$ cat src/rtl/if_fetch_unit_pkg.sv
// Shared pipeline definitions for the instruction-fetch stage.
// Contents: reset PC default, instruction word width, 2-bit branch
// counter encodings and saturating counter helpers.
package if_fetch_unit_pkg;

    localparam int unsigned INSTR_W          = 32;
    localparam logic [31:0] DEFAULT_PC_RESET = 32'h0000_0000;

    typedef enum logic [1:0] {
        SNT = 2'b00,
        WNT = 2'b01,
        WT  = 2'b10,
        ST  = 2'b11
    } cnt_e;

    function automatic cnt_e cnt_inc(input cnt_e c);
        case (c)
            SNT:     return WNT;
            WNT:     return WT;
            default: return ST;
        endcase
    endfunction

    function automatic cnt_e cnt_dec(input cnt_e c);
        case (c)
            ST:      return WT;
            WT:      return WNT;
            default: return SNT;
        endcase
    endfunction

endpackage

$ cat src/rtl/if_fetch_unit_if.sv
// Bus bundle between the fetch unit and the rest of the pipeline.
// master: pipeline/memory side (drives run/stall, redirect, BTB update,
//         instruction data; receives fetch address, PC, instruction, prediction).
// slave:  the fetch unit itself.
interface if_fetch_unit_if;
    import if_fetch_unit_pkg::*;

    logic               run;
    logic               stall;
    logic               redirect_valid;
    logic [31:0]        redirect_pc;
    logic               upd_valid;
    logic [31:0]        upd_pc;
    logic               upd_taken;
    logic [31:0]        upd_target;
    logic [31:0]        imem_addr;
    logic [INSTR_W-1:0] imem_data;
    logic [31:0]        if_pc;
    logic [INSTR_W-1:0] if_instr;
    logic               if_pred_taken;

    modport master (
        output run, stall, redirect_valid, redirect_pc,
        output upd_valid, upd_pc, upd_taken, upd_target, imem_data,
        input  imem_addr, if_pc, if_instr, if_pred_taken
    );

    modport slave (
        input  run, stall, redirect_valid, redirect_pc,
        input  upd_valid, upd_pc, upd_taken, upd_target, imem_data,
        output imem_addr, if_pc, if_instr, if_pred_taken
    );

endinterface

$ cat src/rtl/if_fetch_unit_btb.sv
// Direct-mapped branch target buffer with 2-bit saturating counters.
// Ports:
//   clk, rst_n                  clock, async active-low reset
//   lk_pc                       lookup address (combinational read)
//   lk_pred_taken, lk_target    hit && counter MSB, stored target
//   upd_valid/pc/taken/target   resolved-branch update, written on the clock edge
module btb_2bit
    import if_fetch_unit_pkg::*;
#(
    parameter int unsigned IDX_W = 4
) (
    input  logic        clk,
    input  logic        rst_n,
    input  logic [31:0] lk_pc,
    output logic        lk_pred_taken,
    output logic [31:0] lk_target,
    input  logic        upd_valid,
    input  logic [31:0] upd_pc,
    input  logic        upd_taken,
    input  logic [31:0] upd_target
);

    localparam int unsigned ENTRIES = 1 << IDX_W;
    localparam int unsigned TAG_W   = 30 - IDX_W;

    logic [ENTRIES-1:0] valid_q, valid_d;
    logic [TAG_W-1:0]   tag_q    [ENTRIES];
    logic [TAG_W-1:0]   tag_d    [ENTRIES];
    logic [31:0]        target_q [ENTRIES];
    logic [31:0]        target_d [ENTRIES];
    cnt_e               cnt_q    [ENTRIES];
    cnt_e               cnt_d    [ENTRIES];

    logic [IDX_W-1:0] lk_idx, upd_idx;
    logic [TAG_W-1:0] lk_tag, upd_tag;
    logic             lk_hit, upd_hit;

    // Low address bits never take part in indexing or tagging.
    logic unused_pc_bits;
    assign unused_pc_bits = ^{lk_pc[1:0], upd_pc[1:0]};

    assign lk_idx  = lk_pc[IDX_W+1:2];
    assign lk_tag  = lk_pc[31:IDX_W+2];
    assign upd_idx = upd_pc[IDX_W+1:2];
    assign upd_tag = upd_pc[31:IDX_W+2];

    // Lookup reads the registered state, so a same-cycle update is seen next cycle.
    assign lk_hit        = valid_q[lk_idx] && (tag_q[lk_idx] == lk_tag);
    assign lk_pred_taken = lk_hit && cnt_q[lk_idx][1];
    assign lk_target     = target_q[lk_idx];
    assign upd_hit       = valid_q[upd_idx] && (tag_q[upd_idx] == upd_tag);

    always_comb begin
        valid_d  = valid_q;
        tag_d    = tag_q;
        target_d = target_q;
        cnt_d    = cnt_q;
        if (upd_valid) begin
            if (upd_taken) begin
                target_d[upd_idx] = upd_target;
                if (upd_hit) begin
                    cnt_d[upd_idx] = cnt_inc(cnt_q[upd_idx]);
                end else begin
                    // Taken miss evicts whatever occupied the slot.
                    valid_d[upd_idx] = 1'b1;
                    tag_d[upd_idx]   = upd_tag;
                    cnt_d[upd_idx]   = WT;
                end
            end else if (upd_hit) begin
                cnt_d[upd_idx] = cnt_dec(cnt_q[upd_idx]);
            end
        end
    end

    always_ff @(posedge clk or negedge rst_n) begin
        if (!rst_n) begin
            valid_q <= '0;
            for (int unsigned i = 0; i < ENTRIES; i++) begin
                tag_q[i]    <= '0;
                target_q[i] <= '0;
                cnt_q[i]    <= WNT;
            end
        end else begin
            valid_q  <= valid_d;
            tag_q    <= tag_d;
            target_q <= target_d;
            cnt_q    <= cnt_d;
        end
    end

endmodule

$ cat src/rtl/if_fetch_unit.sv
// Instruction-fetch stage feeding the IF/ID register.
// Ports:
//   clk, rst_n   clock, async active-low reset
//   bus          if_fetch_unit_if.slave: run/stall, EX redirect, BTB update,
//                imem address/data, IF/ID outputs (pc, instr, prediction)
// Holds the PC register and next-PC selection; prediction comes from btb_2bit.
module if_fetch_unit
    import if_fetch_unit_pkg::*;
#(
    parameter int unsigned BTB_IDX_W = 4,
    parameter logic [31:0] PC_RESET  = DEFAULT_PC_RESET
) (
    input  logic          clk,
    input  logic          rst_n,
    if_fetch_unit_if.slave bus
);

    logic [31:0] pc_q, pc_d;
    logic        pred_taken;
    logic [31:0] pred_target;

    btb_2bit #(
        .IDX_W(BTB_IDX_W)
    ) u_btb (
        .clk           (clk),
        .rst_n         (rst_n),
        .lk_pc         (pc_q),
        .lk_pred_taken (pred_taken),
        .lk_target     (pred_target),
        .upd_valid     (bus.upd_valid),
        .upd_pc        (bus.upd_pc),
        .upd_taken     (bus.upd_taken),
        .upd_target    (bus.upd_target)
    );

    // Redirect beats run/stall; a frozen or stalled stage otherwise holds.
    always_comb begin
        pc_d = pc_q;
        if (bus.redirect_valid) begin
            pc_d = bus.redirect_pc;
        end else if (!bus.run || bus.stall) begin
            pc_d = pc_q;
        end else if (pred_taken) begin
            pc_d = pred_target;
        end else begin
            pc_d = pc_q + 32'd4;
        end
    end

    always_ff @(posedge clk or negedge rst_n) begin
        if (!rst_n) begin
            pc_q <= PC_RESET;
        end else begin
            pc_q <= pc_d;
        end
    end

    assign bus.imem_addr     = pc_q;
    assign bus.if_pc         = pc_q;
    assign bus.if_instr      = bus.imem_data;
    assign bus.if_pred_taken = pred_taken;

endmodule

$ cat src/flat_wrapper.sv
// flat-port wrapper written by rule: the top's interface ports become plain ports
module if_fetch_unit_flat import if_fetch_unit_pkg::*;
#(
    parameter int unsigned BTB_IDX_W = 4,
    parameter logic [31:0] PC_RESET  = DEFAULT_PC_RESET
)
  (clk, rst_n, bus_run, bus_stall, bus_redirect_valid, bus_redirect_pc, bus_upd_valid, bus_upd_pc, bus_upd_taken, bus_upd_target, bus_imem_data, bus_imem_addr, bus_if_pc, bus_if_instr, bus_if_pred_taken);
  if_fetch_unit_if bus_i ();
  input  logic clk;
  input  logic rst_n;
  input wire logic [$bits(bus_i.run)-1:0] bus_run;
  input wire logic [$bits(bus_i.stall)-1:0] bus_stall;
  input wire logic [$bits(bus_i.redirect_valid)-1:0] bus_redirect_valid;
  input wire logic [$bits(bus_i.redirect_pc)-1:0] bus_redirect_pc;
  input wire logic [$bits(bus_i.upd_valid)-1:0] bus_upd_valid;
  input wire logic [$bits(bus_i.upd_pc)-1:0] bus_upd_pc;
  input wire logic [$bits(bus_i.upd_taken)-1:0] bus_upd_taken;
  input wire logic [$bits(bus_i.upd_target)-1:0] bus_upd_target;
  input wire logic [$bits(bus_i.imem_data)-1:0] bus_imem_data;
  output wire logic [$bits(bus_i.imem_addr)-1:0] bus_imem_addr;
  output wire logic [$bits(bus_i.if_pc)-1:0] bus_if_pc;
  output wire logic [$bits(bus_i.if_instr)-1:0] bus_if_instr;
  output wire logic [$bits(bus_i.if_pred_taken)-1:0] bus_if_pred_taken;
  assign bus_i.run = bus_run;
  assign bus_i.stall = bus_stall;
  assign bus_i.redirect_valid = bus_redirect_valid;
  assign bus_i.redirect_pc = bus_redirect_pc;
  assign bus_i.upd_valid = bus_upd_valid;
  assign bus_i.upd_pc = bus_upd_pc;
  assign bus_i.upd_taken = bus_upd_taken;
  assign bus_i.upd_target = bus_upd_target;
  assign bus_i.imem_data = bus_imem_data;
  assign bus_imem_addr = bus_i.imem_addr;
  assign bus_if_pc = bus_i.if_pc;
  assign bus_if_instr = bus_i.if_instr;
  assign bus_if_pred_taken = bus_i.if_pred_taken;
  if_fetch_unit #(.BTB_IDX_W(BTB_IDX_W), .PC_RESET(PC_RESET)) u_core (.clk(clk), .rst_n(rst_n), .bus(bus_i));
endmodule
$ cat config.mk
export PLATFORM = sky130hd
export DESIGN_NAME = if_fetch_unit_flat
export DESIGN_NICKNAME = d
export VERILOG_FILES = /design/src/rtl/if_fetch_unit_pkg.sv /design/src/rtl/if_fetch_unit_if.sv /design/src/rtl/if_fetch_unit_btb.sv /design/src/rtl/if_fetch_unit.sv /design/src/flat_wrapper.sv
export SDC_FILE = /design/constraint.sdc
export NUM_CORES = 2
export LEC_CHECK = 0
export BUFFER_PORTS_ARGS = -buffer_cell sky130_fd_sc_hd__buf_2
export CORE_MARGIN = 3
export CORE_UTILIZATION = 60
export DETAILED_ROUTE_END_ITERATION = 7
export PLACE_DENSITY = 0.83
export RECOVER_POWER = 100
export SLEW_MARGIN = 0
export SYNTH_ARGS = -nofsm -noshare
export SYNTH_HDL_FRONTEND = slang
export SYNTH_SLANG_ARGS = --single-unit
$ cat constraint.sdc
create_clock -name clk -period 6.9 [get_ports clk]
set_clock_uncertainty 0.15 [all_clocks]
set_input_delay 0.345 -clock clk [delete_from_list [all_inputs] [get_ports clk]]
set_output_delay 0.345 -clock clk [all_outputs]
set_load 0.05 [all_outputs]
* After elaboration in Yosys (flattened, before gate mapping)
Index checks and enable logic that the tools add are counted.
** Word-level totals
- Flip-flop bits (word level) :: 1008
- Bits in latches :: 0
- RAM bits :: 0
- ROM bits :: 0
- Input bits :: 135
- Output and inout bits :: 97
- Logic and storage cells :: 127
- Memories :: 0
** Cells by class
- Add/sub/neg operators :: 1
- Multiply operators :: 0
- Divide/modulo/power cells :: 0
- Order comparisons :: 6
- Equality and inequality tests :: 6
- Shift operators :: 0
- Muxes and demuxes :: 45
- Bitwise operators :: 7
- Reductions and logical operators :: 12
** Operators with widths (count)
- bitwise mux 512 bit :: 1
- bitwise mux 416 bit :: 1
- two-way mux 32 bit :: 9
- binary-select mux 26 bit (select 4 bit) :: 2
- two-way mux 26 bit :: 5
- binary-select mux 32 bit (select 4 bit) :: 1
- demux 32 bit (select 4 bit) :: 1
- demux 26 bit (select 4 bit) :: 1
- bitwise mux 32 bit :: 2
- equality test 26 bit :: 2
- adder 32 x 3 -> 32 bit (second input constant) :: 1
- OR 16 bit :: 2
- two-way mux 2 bit :: 11
- bitwise AND 16 bit :: 1
- binary-select mux 2 bit (select 4 bit) :: 2
- NOT 16 bit :: 1
- >= comparator 5 bit (second input constant) :: 2
- less-than comparator 4 x 5 -> 1 bit (second input constant) :: 2
- NOT 4 -> 5 bit :: 2
- binary-select mux 1 bit (select 4 bit) :: 2
- demux 2 bit (select 4 bit) :: 1
- one-hot mux 2 bit (2 select lines) :: 2
- logical AND 1 bit :: 5
- less-than comparator 5 x 1 -> 1 bit (second input constant) :: 1
- other kinds (13) :: 17

* Longest topological paths before layout
- Word-level depth :: 12
- Depth in mapped cells :: 18
- Depth with buffers taken out :: 11

* Hierarchy
A second synthesis with hierarchy kept.
** Second synthesis, totals
- Cells, all modules :: 3457
- Area, all modules :: 52389.0 sq um
** By module, submodules not included
- btb_2bit :: instances 1, cells each 3117, area each 49636.4 sq um, seq. area each 24443.4 sq um
- if_fetch_unit :: instances 1, cells each 340, area each 2752.6 sq um, seq. area each 800.8 sq um

* Worst setup path before layout
OpenSTA, ideal clock, no wires.
- Path type :: register -> register
- Start point :: reg u_core.pc_q[3] (netlist: u_core.bus.if_pc[3])
- End point :: reg u_core.pc_q[22] (netlist: u_core.bus.if_pc[22])
- Library setup time :: 86 ps
- Arrival time :: 4062 ps
- Data required time :: 6664 ps
- Slack :: 2602 ps
- Stages on the path, launching flop included :: 14
- Buffers on the path :: 4
- Clock period less this slack :: 4298 ps
- Cells stage by stage :: dfrtp_1 -> buf_2 -> buf_1 -> mux4_2 -> mux4_2 -> xor2_1 -> or4b_1 -> nor4b_2 -> nand2_1 -> inv_2 -> buf_6 -> buf_4 -> nand3_1 -> a32oi_1
** Between the ends
- Word-level cells in the longest chain between the ends :: 10
- Elaborated cells between the ends (all ways) :: 19
- Classes of those cells :: 1 x add/sub; 1 x eq/ne; 14 x mux; 1 x bitwise; 2 x reduce/logical
** RTL lines
- from (decl) :: RTL line if_fetch_unit.sv:18 : logic [31:0] pc_q, pc_d;
- from (signal assigned) :: RTL line if_fetch_unit.sv:54 : pc_q <= pc_d;
- NOT 4 -> 5 bit (implied by the code) :: RTL line if_fetch_unit_btb.sv:48, if_fetch_unit_btb.sv:49
- binary-select mux 26 bit (select 4 bit) :: RTL line if_fetch_unit_btb.sv:48 : assign lk_hit = valid_q[lk_idx] && (tag_q[lk_idx] == lk_tag);
- two-way mux 26 bit (implied by the code) (2 in a row) :: RTL line if_fetch_unit_btb.sv:48
- equality test 26 bit :: RTL line if_fetch_unit_btb.sv:48
- logical AND 1 bit :: RTL line if_fetch_unit_btb.sv:48
- logical AND 1 bit (*) :: RTL line if_fetch_unit_btb.sv:49 : assign lk_pred_taken = lk_hit && cnt_q[lk_idx][1];
- net bus_if_pred_taken :: RTL line flat_wrapper.sv:23 : output wire logic [$bits(bus_i.if_pred_taken)-1:0] bus_if_pred_taken;
- two-way mux 32 bit (*) :: RTL line if_fetch_unit.sv:43 : end else if (pred_taken) begin
- two-way mux 32 bit (*) :: RTL line if_fetch_unit.sv:41 : end else if (!bus.run || bus.stall) begin
- two-way mux 32 bit (*) :: RTL line if_fetch_unit.sv:39 : if (bus.redirect_valid) begin
The timed path passes the listed nets; every way through them passes the cells marked *. The select of a mux whose other input is x is not followed.
A chain may end at the register's enable or synchronous reset.

* Final worst setup path
- Start point :: reg u_core.pc_q[4] (netlist: u_core.bus.if_pc[4])
- End point :: out bus_if_pred_taken
** Between the ends
- Word-level cells in the longest chain between the ends :: 7
- Elaborated cells between the ends (all ways) :: 12
- Classes of those cells :: 1 x eq/ne; 8 x mux; 1 x bitwise; 2 x reduce/logical
** RTL lines (RTL line)
- NOT 4 -> 5 bit (implied by the code) :: if_fetch_unit_btb.sv:48, if_fetch_unit_btb.sv:49
- binary-select mux 26 bit (select 4 bit) :: if_fetch_unit_btb.sv:48
- two-way mux 26 bit (implied by the code) (2 in a row) :: if_fetch_unit_btb.sv:48
- equality test 26 bit :: if_fetch_unit_btb.sv:48
- logical AND 1 bit :: if_fetch_unit_btb.sv:48
- logical AND 1 bit (*) :: if_fetch_unit_btb.sv:49
- to (decl) :: flat_wrapper.sv:23
Mark *: on every way between the ends. The rest lies on a longest branch, timed or not. The select of a mux whose other input is x is not followed.

==> reports/qor.csv <==
metric;value;unit
worst_path_max_delay_cell;dfrtp_1;
tns;0;ns
period_needed;6.53;ns
drv_cap;33;
violations;max-capacitance violations, max-slew violations;
syn_area_per_cell;14.6;um2
drtAntennaViolNets;0;
cp_top_family;flip-flops;
yosysTopAreaCellShare;47.8;%
coreArea;85500;um2
fin_ws;0.372;ns
ys_seq_area_share;48.6;%
cp-start-kind;flip-flop;
path_depth;7;
synthDistinctLibCells;83;
vdd_ir_drop_max;0.000315;V
fmax;153;MHz
status;finished with violations;
synth_top_family_by_area;multiplexers;
synth_commonest_cells;dfrtp_1 (992), mux2_2 (838), mux4_2 (360);
ys_seq_elements;1008;
clk_latency;0.69;ns
final-seq-area;25300;um2
grtUsageTotal;31.3;%
final_nets;3698;
yosys.area_share.adder;0.0626;%
worstRegToRegCells;11;
leakagePower;24.5;nW
yosysMostFrequentCell;dfrtp_1;
muxShareOfSynthArea;38.5;%
vias;32617;
placedInstanceArea;52800;um2
hp-start;bus_upd_pc[18];
viasPerCell;6.81;
cts_setup_buffers;0;
numCtsBuffers;102;
pwr-share-clk;33.4;%
grt_overflow;0;
async_reset_ff_share;100;%
critPathMaxFanout;38;
synth_edf_count;0;
cts.sinks;1008;
maxSlewViolCount;1081;
tritoncts;done;
ys.flop_type;dfrtp_1;
dp_hpwl;80800;um
seqPwrFrac;45.6;%
cp_data_required_time;6.40;ns
dp.cells;4531;
cts.path.max_buffers;3;
finalWirelength;140000;um
arrival;6.03;ns
final_cells;4792;
slew_headroom;-265;%
reg2reg_from;u_core.bus.if_pc[4];
synth_area;51900;um2
rsz0062_at_grt;false;
cp-endpoint;bus_if_pred_taken;
num-fill-cells;5897;
end_kind;primary output;
worstSetupPathType;reg -> out;
clk_pin_slew_worst_paths;0.07;ns
p_comb_share;21.0;%
synth_xor_area_share;0.927;%
die_x;300;um
intPower;12.4;mW
crit_buf_inv;2;
yosys.area_share.simple;4.08;%
hold_viol;0;
syn_nets;3692;
place_ws;1.15;ns
post_route_cells_drive_above_1_share;42.2;%
yosysTopAreaCell;dfrtp_1;
cp_cell_sequence;mux4_2 -> xnor2_1 -> or4b_1 -> nor4b_1 -> nand2_1 -> inv_2 -> buf_2;
grt_pass1_vias;34164;
syn2layout_area_growth;8.82;%
fp.dieH;300;um
power_density;304;nW/um2
rows;107;
antenna_found_initial;4;
hp-class;in -> reg;
drc;0;
reg2reg_to;u_core.bus.if_pc[30];
worst_slew_pin_slew;5.47;ns
die_area;90100;um2
yosys-top-cells-area;dfrtp_1 (48%), mux2_2 (18%), mux4_2 (16%), mux2i_1 (2.3%), mux2_1 (1.9%);
dr.pass1.iters;6;
post-route-period-util;94.6;%
setup_viol;0;
routabilityCongestion;0.857;
synth-compound-area-share;3.52;%
start_util;60.7;%
synth_cells;3556;
switchingPower;4.80;mW
ios;232;
power.total;17.2;mW
switching_share;27.9;%
grt_max_degree;186;
wl_per_cell;29.2;um
r2r_setup_slack;0.52;ns
htreeDepth;3;
dr.first_iter.drc_count;3633;
crit_start;u_core.bus.if_pc[4];
finish.instance_area;56500;um2
root_buffer;clkbuf_16;
grt_pass1_wl;212000;um
portBuffers;165;
multi_input_area;24300;um2
cp_slowest_stage_delay;1.89;ns
yosysWarnings;0;
how the worst min path moves through the flow:
stage                              endpoint  cells after the start  slack, ns
floorplan               u_core.bus.if_pc[0]                      0      -0.10
CTS                    u_core.bus.if_pc[29]                      4      0.004
global route           u_core.bus.if_pc[29]                      4       0.04
global placement    u_core.u_btb.valid_q[1]                      1       0.32
finish              u_core.u_btb.tag_q[116]                      2       0.03
detailed placement  u_core.u_btb.valid_q[1]                      1       0.33
worst register-to-register path: cells and delay by family, from the launching register on:
kind,cells,cell delay (ns)
and+or+nand+nor,8,2.14
DFF,1,1.89
buffers and inverters,1,1.62
AOI/OAI and AO/OA,2,0.46
sequential cells by signal, summed over array words and instances, names as in the netlist:
name                   cells
u_core.u_btb.valid_q      16
u_core.u_btb.tag_q       416
u_core.u_btb.cnt_q        32
u_core.bus.if_pc          32
u_core.u_btb.target_q    512
area by class of cell:
cell class              count  area share, %
well taps                1144           2.53
diodes                      4         0.0177
repair buffers            291           3.40
clock inverters            38          0.947
multi-input cells        2133           43.0
flip-flops and latches   1008           44.7
inverters                  26          0.173
clock buffers             148           5.25
per-stage QoR:
stage | hold WS (ns) | utilization, %
after floorplan | -0.101 | -
after detailed placement | 0.328 | 61.7
after CTS | 0.00415 | 66.6
final | 0.0300 | 66.1
after global placement | 0.322 | 61.7
after global routing | 0.0370 | 66.1
timing repair:
item / CTS / global route
gates resized for setup: 0 / 0
endpoints found under the hold margin: 686 / 0
hold buffers: 71 / 0
cells in the final DEF (no fill, tap or decap), types with 71 or more instances in the layout:
cell type        n
nand2_1         84
clkbuf_16      103
dfrtp_1        989
mux2i_1        120
dlygate4sd3_1   71
nor2_1          90
mux2_1         115
clkbuf_1        99
buf_2          104
mux2_2         828
mux4_2         360
layer usage:
metal	vias to the layer above	part of all wire, %	GRT usage, %
li1	13334	-	-
met1	17353	39	42.5
met2	1533	47	49.4
met3	393	8.6	6.38
met4	4	4.8	13.8
met5	-	0.019	0
power groups by stage:
stage	clock network, mW	registers [mW]	logic (mW)
2_1_floorplan	0	7.61	2.83
3_3_place_gp	0	7.79	3.45
3_5_place_dp	0	7.88	3.57
4_1_cts	5.80	7.79	3.63
5_1_grt	6.05	7.94	3.85
6_report	5.75	7.83	3.61
kinds of logic after synthesis:
| logic type | after synthesis |
|---|---|
| AND/OR/NAND/NOR | 383 |
| multiplexers | 1423 |
| AO/OA/AOI/OAI | 269 |
| XOR/XNOR | 55 |
| adder cells (fa/ha/maj) | 3 |
| buffers and inverters | 415 |
| flip-flops | 1008 |
Note: power is estimated with default switching activity, not from simulation.
